<file path="config.mk">
export PLATFORM = sky130hd
export DESIGN_NAME = sd_adc_decimator
export DESIGN_NICKNAME = d
export VERILOG_FILES = /design/src/rtl/sd_adc_decimator.sv
export SDC_FILE = /design/constraint.sdc
export NUM_CORES = 1
export LEC_CHECK = 0
export ABC_AREA = 1
export CORE_MARGIN = 3
export CORE_UTILIZATION = 65
export DETAILED_ROUTE_END_ITERATION = 7
export DONT_BUFFER_PORTS = 1
export HOLD_SLACK_MARGIN = 0.05
export PLACE_DENSITY = 0.81
export SKIP_CTS_REPAIR_TIMING = 1
export SLEW_MARGIN = 30
export SYNTH_ARGS = -nofsm -noshare
export SYNTH_HDL_FRONTEND = slang
export SYNTH_SLANG_ARGS = --single-unit
export TNS_END_PERCENT = 5
</file>
<file path="constraint.sdc">
create_clock -name clk -period 3.05 [get_ports clk]
set_clock_uncertainty 0.1 [all_clocks]
set_input_delay 0.305 -clock clk [delete_from_list [all_inputs] [get_ports clk]]
set_output_delay 0.305 -clock clk [all_outputs]
set_load 0.02 [all_outputs]
</file>
<file path="src/rtl/sd_adc_decimator.sv">
// sd_adc_decimator: first-order sigma-delta bitstream decoder.
// Counts zeros over windows of 2^WIDTH enabled samples.
module sd_adc_decimator #(
    parameter int WIDTH       = 8,
    parameter int SYNC_STAGES = 2
) (
    input  logic             clk,
    input  logic             rst_n,
    input  logic             ena,
    input  logic             clr,
    input  logic             bit_in,
    output logic [WIDTH-1:0] data,
    output logic             valid,
    output logic             sat
);

    localparam logic [WIDTH-1:0] SCNT_LAST = {WIDTH{1'b1}};

    logic             s_bit;
    logic             zbit;
    logic [WIDTH-1:0] scnt;
    logic [WIDTH:0]   zacc;
    logic [WIDTH:0]   z;
    logic             win_end;

    generate
        if (SYNC_STAGES == 0) begin : g_nosync
            assign s_bit = bit_in;
        end else if (SYNC_STAGES == 1) begin : g_sync1
            logic sync_q;
            // single capture flop, shifts every clk regardless of ena
            always_ff @(posedge clk) begin
                if (!rst_n) sync_q <= 1'b0;
                else        sync_q <= bit_in;
            end
            assign s_bit = sync_q;
        end else begin : g_syncn
            logic [SYNC_STAGES-1:0] sync_q;
            // shift chain, shifts every clk regardless of ena
            always_ff @(posedge clk) begin
                if (!rst_n) sync_q <= '0;
                else        sync_q <= {sync_q[SYNC_STAGES-2:0], bit_in};
            end
            assign s_bit = sync_q[SYNC_STAGES-1];
        end
    endgenerate

    assign zbit    = ~s_bit;
    assign z       = zacc + {{WIDTH{1'b0}}, zbit};
    assign win_end = ena && (scnt == SCNT_LAST);

    // window counter, zero accumulator and result register
    always_ff @(posedge clk) begin
        if (!rst_n) begin
            scnt  <= '0;
            zacc  <= '0;
            data  <= '0;
            valid <= 1'b0;
            sat   <= 1'b0;
        end else if (clr) begin
            scnt  <= '0;
            zacc  <= '0;
            valid <= 1'b0;
        end else if (win_end) begin
            data  <= z[WIDTH] ? SCNT_LAST : z[WIDTH-1:0];
            sat   <= z[WIDTH];
            valid <= 1'b1;
            scnt  <= '0;
            zacc  <= '0;
        end else begin
            valid <= 1'b0;
            if (ena) begin
                scnt <= scnt + 1'b1;
                zacc <= z;
            end
        end
    end

endmodule

</file>
==> results of run 1 <==
==> per-layer routing <==
metal | GRT usage (%) | wire length, um
met2 | 39.27 | 1264
met4 | 6.726 | 41
met5 | 0 | 0
met3 | 9.621 | 125
met1 | 25.23 | 1106
==> power by group through the flow <==
stage	clock, mW	sequential [mW]	combinational (mW)
floorplan	0	0.394	0.0217
detailed placement	0	0.395	0.0215
finish	0.212	0.386	0.0279
CTS	0.220	0.386	0.0216
global placement	0	0.395	0.0206
global route	0.232	0.387	0.0313
==> cells by family (layout without fill, tap and decap cells) <==
group                      Yosys count  count (layout)  synth area share [%]
xor gates and xnor gates             8               8                 5.308
buffers and inverters               30              37                 9.099
and+or+nand+nor                    105             105                 33.27
AOI/OAI and AO/OA                   14              14                 5.498
DFF                                 29              29                 43.98
adders and majority gates            3               3                 2.844
==> flip-flops by register name, summed over array words and instances, names as in the netlist <==
signal          count
scnt                8
valid               1
g_syncn.sync_q      2
sat                 1
data                8
zacc                9
==> worst max-delay path, delay by kind of cell, from the launching register on <==
family,cells,cell delay [ns]
AOI/OAI and AO/OA,1,0.11
and+or+nand+nor,5,0.80
DFF,1,0.36
buffers and inverters,1,0.12
adders and majority gates,1,0.16
==> stage by stage <==
stage	cells	setup WS (ns)	hold slack (ns)
final	221	1.302	0.04679
after global routing	221	1.120	0.05909
after floorplan	189	1.608	0.2905
after CTS	218	1.287	-0.04279
after global placement	210	1.371	0.2980
after detailed placement	210	1.303	0.3042
==> area by class of cell <==
| type | count | area share [%] |
|---|---|---|
| clock buffer | 8 | 3.467 |
| inverter | 26 | 6.933 |
| multi-input combinational | 130 | 44.00 |
| sequential | 29 | 41.24 |
| tap | 25 | 2.222 |
| timing repair buffer | 3 | 2.133 |
==> synth_stat cells (all sizes together) <==
library cell  count
nand2            58
nor2             37
dfxtp            29
inv              26
a21oi            10
nand3             5
xor2              5
ha                3
o21ai             3
xnor2             3
buf               2
clkbuf            2
or2               2
nand4             1
nor3              1
nor3b             1
o21bai            1
==> worst max path at each step <==
stage	start	slack, ns	end	cells after the start
final	scnt[0]	1.30	zacc[5]	8
after floorplan	zacc[0]	1.61	data[0]	9
after global placement	scnt[0]	1.37	zacc[6]	8
after global routing	scnt[1]	1.12	zacc[5]	8
after CTS	scnt[0]	1.29	zacc[5]	8
after detailed placement	scnt[0]	1.30	zacc[5]	8
==> metrics.yaml, run 1 <==
run_status: "finished, final reports clean"
layout_commonest_cell: "nand2_1"
ctsHtreeMaxLevel: 2
ant_nets: 0
root_buffer: "clkbuf_4"
p_total_mw: 0.6260
cp_max_fo: 13
holdPathEnd: "valid"
reg2reg_to: "zacc[5]"
core.rowCount: 15
fin_crit_sh_pct: 57.30
vias: 1090
grt_max_degree: 14
clkPwrFrac_pct: 33.9
dieArea_um2: 2608
period_needed_ns: 1.748
power.share.switching_pct: 22.64
synth_fp_nets: 197
worstReg2RegStart: "scnt[0]"
die_y_um: 51.07
syn_area_per_cell_um2: 6.984
cts_made_buffers: 5
worstSetupEndpointType: "flip-flop"
r2r_cells: 8
switchingPower_mw: 0.1417
synthTopCellsByArea: "dfxtp_1 (44%), nand2_1 (16%), nor2_1 (9.7%), inv_1 (7.1%), a21oi_1 (3.8%)"
drc: 0
power_density_nw_per_um2: 444.8
dpl_cell_area_um2: 1329
final_util_pct: 77.32
routabilityCongestion: 0.8053
ys_seq_elements: 29
netlist.area_leader.share_pct: 43.98
io_buffers: 0
fmax_mhz: 572.2
final_cell_mix: "nand2_1 (57), nor2_1 (34), dfxtp_1 (29)"
tightest_slew_ns: 0.4623
synth_cell_type_count: 23
leakagePower_nw: 0.6460
final-max-slew-violation-count: 0
grt_pass1_wl_um: 4298
crit_chain: "ha_1 > nand2_1 > nor2_4 > nand3_2 > nand2_1 > inv_2 > o21ai_0 > nor2_1"
routed_via_density: 4.932
cp_common_cell: "nand2_1"
pwr-share-seq_pct: 61.6
peakVddDrop_mv: 0.3571
cts_tree: "built"
critPathRequiredTime_ns: 3.17
grt_pass1_vias: 1012
relSlewSlack_pct: 69.11
finalNetCount: 203
hold_violations: 0
clock_latency_ns: 0.32
clkTransAtPathRegs_ns: 0.08
clock_path_buffers: 2
min_from: "rst_n"
finalSetupViolations: 0
synth.largest_area_cell: "dfxtp_1"
setup_tns_ns: 0
startpoint_type: "flip-flop"
initial_utilization_pct: 72.51
grt_usage_pct: 22.76
diodes: 0
dr.first_iter.drc_count: 17
antenna_found_initial: 0
hpwl_um: 1876
design_area_um2: 1408
n_fill_cell: 139
max_stage_delay_ns: 0.37
firstDrtPassIters: 4
wirelength_um: 2538
min_path_type: "in -> reg"
drive_gt1_share_pct: 6.633
cap_violations: 0
slowest_stage: "nand2_1"
holdPathStages: 2
cts_sinks: 29
core_area_um2: 1821
seq_area_um2: 580.6
multi_input_area_um2: 619.3
internal_power_mw: 0.4843
rsz0062_at_grt: "no"
yosys_warnings: 0
fp.dieW_um: 51.07
io_pins: 15
power_frac_comb_pct: 4.4
path_class: "reg -> reg"
synthCells: 189
synth_area_um2: 1320
ys_seq_area_share_pct: 43.98
r2r_setup_slack_ns: 1.30
post_drt_wl_per_cell_um: 11.48
area_growth_pct: 6.635
arrival_ns: 1.87
overflow: 0
Power figures use the tool's default switching activity.
==> run 2: changes to the inputs <==
--- a/config.mk
+++ b/config.mk
@@ -7,11 +7,11 @@
 export LEC_CHECK = 0
 export ABC_AREA = 1
 export CORE_MARGIN = 3
-export CORE_UTILIZATION = 65
+export CORE_UTILIZATION = 55
 export DETAILED_ROUTE_END_ITERATION = 7
 export DONT_BUFFER_PORTS = 1
 export HOLD_SLACK_MARGIN = 0.05
-export PLACE_DENSITY = 0.81
+export PLACE_DENSITY = 0.73
 export SKIP_CTS_REPAIR_TIMING = 1
 export SLEW_MARGIN = 30
 export SYNTH_ARGS = -nofsm -noshare
==> constraint.sdc (replaced) <==
create_clock -name clk -period 1.45 [get_ports clk]
set_clock_uncertainty 0.1 [all_clocks]
set_input_delay 0.145 -clock clk [delete_from_list [all_inputs] [get_ports clk]]
set_output_delay 0.145 -clock clk [all_outputs]
set_load 0.02 [all_outputs]
==> metrics.yaml, run 2 (synthesized netlist as in run 1, its figures left out) <==
setup_tns_ns: -0.6143  # -0.6143 ns
initial_utilization_pct: 58.55  # -14 points
io_buffers: 0  # unchanged
core_area_um2: 2255  # +24%
grt_usage_pct: 17.31  # -5.4 points
routed.top_layer: "met4"
area_growth_pct: 23.03
failed_checks: "negative hold slack, negative setup slack"
finalNetCount: 213  # +4.9%
seq_area_um2: 586.8  # +1.1%
holdPathStages: 1  # -1
r2r_cells: 11  # +3
leakagePower_nw: 0.7346  # +14%
wl_met2_um: 1457  # +15%
cts_tree: "built"
ctsHtreeMaxLevel: 2  # unchanged
cap_violations: 0  # unchanged
grt_pass1_vias: 988  # -2.4%
routed_via_density: 4.923  # -0.18%
slowest_stage: "dfxtp_2"
clock_latency_ns: 0.32  # about the same
die_y_um: 54.99  # +7.7%
final-max-slew-violation-count: 0  # unchanged
grt_max_degree: 14  # unchanged
critPathRequiredTime_ns: 1.61  # -1.56 ns
dr.first_iter.drc_count: 10  # -7
largest-register: "zacc"
relSlewSlack_pct: 74.84  # +5.7 points
path_class: "reg -> reg"
fin_crit_sh_pct: 105.8  # +48 points
startpoint_type: "flip-flop"
diodes: 0  # unchanged
clock_path_buffers: 2  # unchanged
power_density_nw_per_um2: 970.1  # +120%
dr_wl_met3_um: 74  # -41%
min_from: "ena"
holdWs_ns: -0.2085  # -0.2552 ns
fmax_mhz: 651.9  # +14%
top_regs: "zacc: 9 flops, data: 8 flops, scnt: 8 flops"
rsz0062_at_grt: "yes"
holdPathEnd: "zacc[8]"
cts_sinks: 29  # unchanged
cts_made_buffers: 5  # unchanged
clkTransAtPathRegs_ns: 0.09  # about the same
grt_pass1_wl_um: 3788  # -12%
dpl_cell_area_um2: 1385  # +4.2%
io_pins: 15  # unchanged
peakVddDrop_mv: 1.064  # +200%
vias: 1152  # +5.7%
ant_nets: 0  # unchanged
dieArea_um2: 3024  # +16%
met1_length_um: 1100  # -0.54%
multi_input_area_um2: 708.2  # +14%
arrival_ns: 1.69  # -0.18 ns
reg2reg_to: "sat"
crit_buf_inv: 2  # +1
hold_violations: 11  # +11
post_drt_wl_per_cell_um: 11.42  # -0.57%
setup_ws_ns: -0.08394  # -1.386 ns
drive_gt1_share_pct: 21.36  # +15 points
dp.cells: 220  # +4.8%
n_fill_cell: 178  # +28%
design_area_um2: 1624  # +15%
r2r_setup_slack_ns: -0.08  # -1.39 ns
cp_max_fo: 8  # -5
antenna_found_initial: 0  # unchanged
worstReg2RegStart: "g_syncn.sync_q[1]"
p_total_mw: 1.576  # +150%
tightest_slew_ns: 0.3762  # -0.08605 ns
crit_chain: "inv_2 > ha_4 > ha_4 > nand2_4 > nor2_4 > nand2_1 > nand2_1 > nand2_2 > nand2_4 > inv_1 > nor2_2"
layout_commonest_cell: "nand2_1"
final_cell_mix: "nand2_1 (53), nor2_1 (29), inv_1 (24), dfxtp_1 (24)"
firstDrtPassIters: 4  # unchanged
fp.dieW_um: 54.99  # +7.7%
period_needed_ns: 1.534  # -0.2138 ns
routabilityCongestion: 0.8974  # +11%
finalSetupViolations: 12  # +12
min_path_type: "in -> reg"
layoutNonFillerInstCount: 234  # +5.9%
core.rowCount: 17  # +2
drc: 0  # unchanged
root_buffer: "clkbuf_4"
run_status: "finished, violations left"
largest_reg_flops: 9  # unchanged
critPathLaunch: "g_syncn.sync_q[1]"
worstSetupEndpointType: "flip-flop"
wirelength_um: 2672  # +5.3%
hpwl_um: 1816  # -3.2%
overflow: 0  # unchanged
max_stage_delay_ns: 0.33  # -0.04 ns
path_delay_family: "simple AND/OR/NAND/NOR gates"
==> run 2: changes by cell type in the layout (fill, tap and decap cells not counted), moves of 2 or more <==
cell	change
buf_4	+9
dfxtp_1	-5
dfxtp_2	+5
nor2_1	-5
nand2_1	-4
nor2_4	+4
clkbuf_1	-3
ha_1	-2
ha_4	+2
nand2_2	+2
nand2_4	+2
==> run 2: layer usage <==
layer  track usage [%]  vias to the layer above
li1                  -                      599
met1             19.38                      534
met2             31.30                       14
met3             5.362                        5
met4             4.858                        0
met5                 0                        -
==> run 2: through the flow <==
step	utilization, %	setup slack, ns
6_report	72.03	-0.08394
5_1_grt	72.03	-0.1977
4_1_cts	65.37	-0.2092
3_5_place_dp	61.43	-0.1571
3_3_place_gp	61.43	-0.08572
2_1_floorplan	-	0.007665
==> run 2: report_power, final <==
group	leakage [nW]	total [mW]	switching, mW	internal [mW]
sequential	0.237	0.813	0.00707	0.806
combinational	0.453	0.0773	0.0427	0.0346
clock	0.0445	0.685	0.275	0.410
total	0.735	1.58	0.325	1.25
==> run 2: final cells by class <==
| type | instances | area share [%] |
|---|---|---|
| multi-input cells | 130 | 43.61 |
| well taps | 28 | 2.157 |
| clock buffers | 6 | 3.159 |
| flip-flops and latches | 29 | 36.13 |
| repair buffers | 13 | 6.626 |
| inverters | 26 | 6.009 |
| clock inverters | 2 | 2.311 |
==> run 2: how the worst max path moves through the flow <==
stage,slack [ns],end,depth (start not counted)
after floorplan,0.008,data[0],9
after global placement,-0.09,data[0],9
after detailed placement,-0.16,data[7],9
after CTS,-0.21,sat,10
after global routing,-0.20,sat,11
final,-0.08,sat,11
==> run 3: changes to the inputs <==
--- a/config.mk
+++ b/config.mk
@@ -11,6 +11,7 @@
 export DETAILED_ROUTE_END_ITERATION = 7
 export DONT_BUFFER_PORTS = 1
 export HOLD_SLACK_MARGIN = 0.05
+export MAX_ROUTING_LAYER = met4
 export PLACE_DENSITY = 0.73
 export SKIP_CTS_REPAIR_TIMING = 1
 export SLEW_MARGIN = 30
==> results of run 3 <==
Same layout as run 2: the final DEF is identical, and so are final timing and power.
Among the figures that moved: final weighted congestion in routability-driven placement 0.8974 -> 0.9127; overall routing resource usage 17.31% -> 17.79%; met1 usage 19.38% -> 19.54%; met3 usage 5.362% -> 5.094%
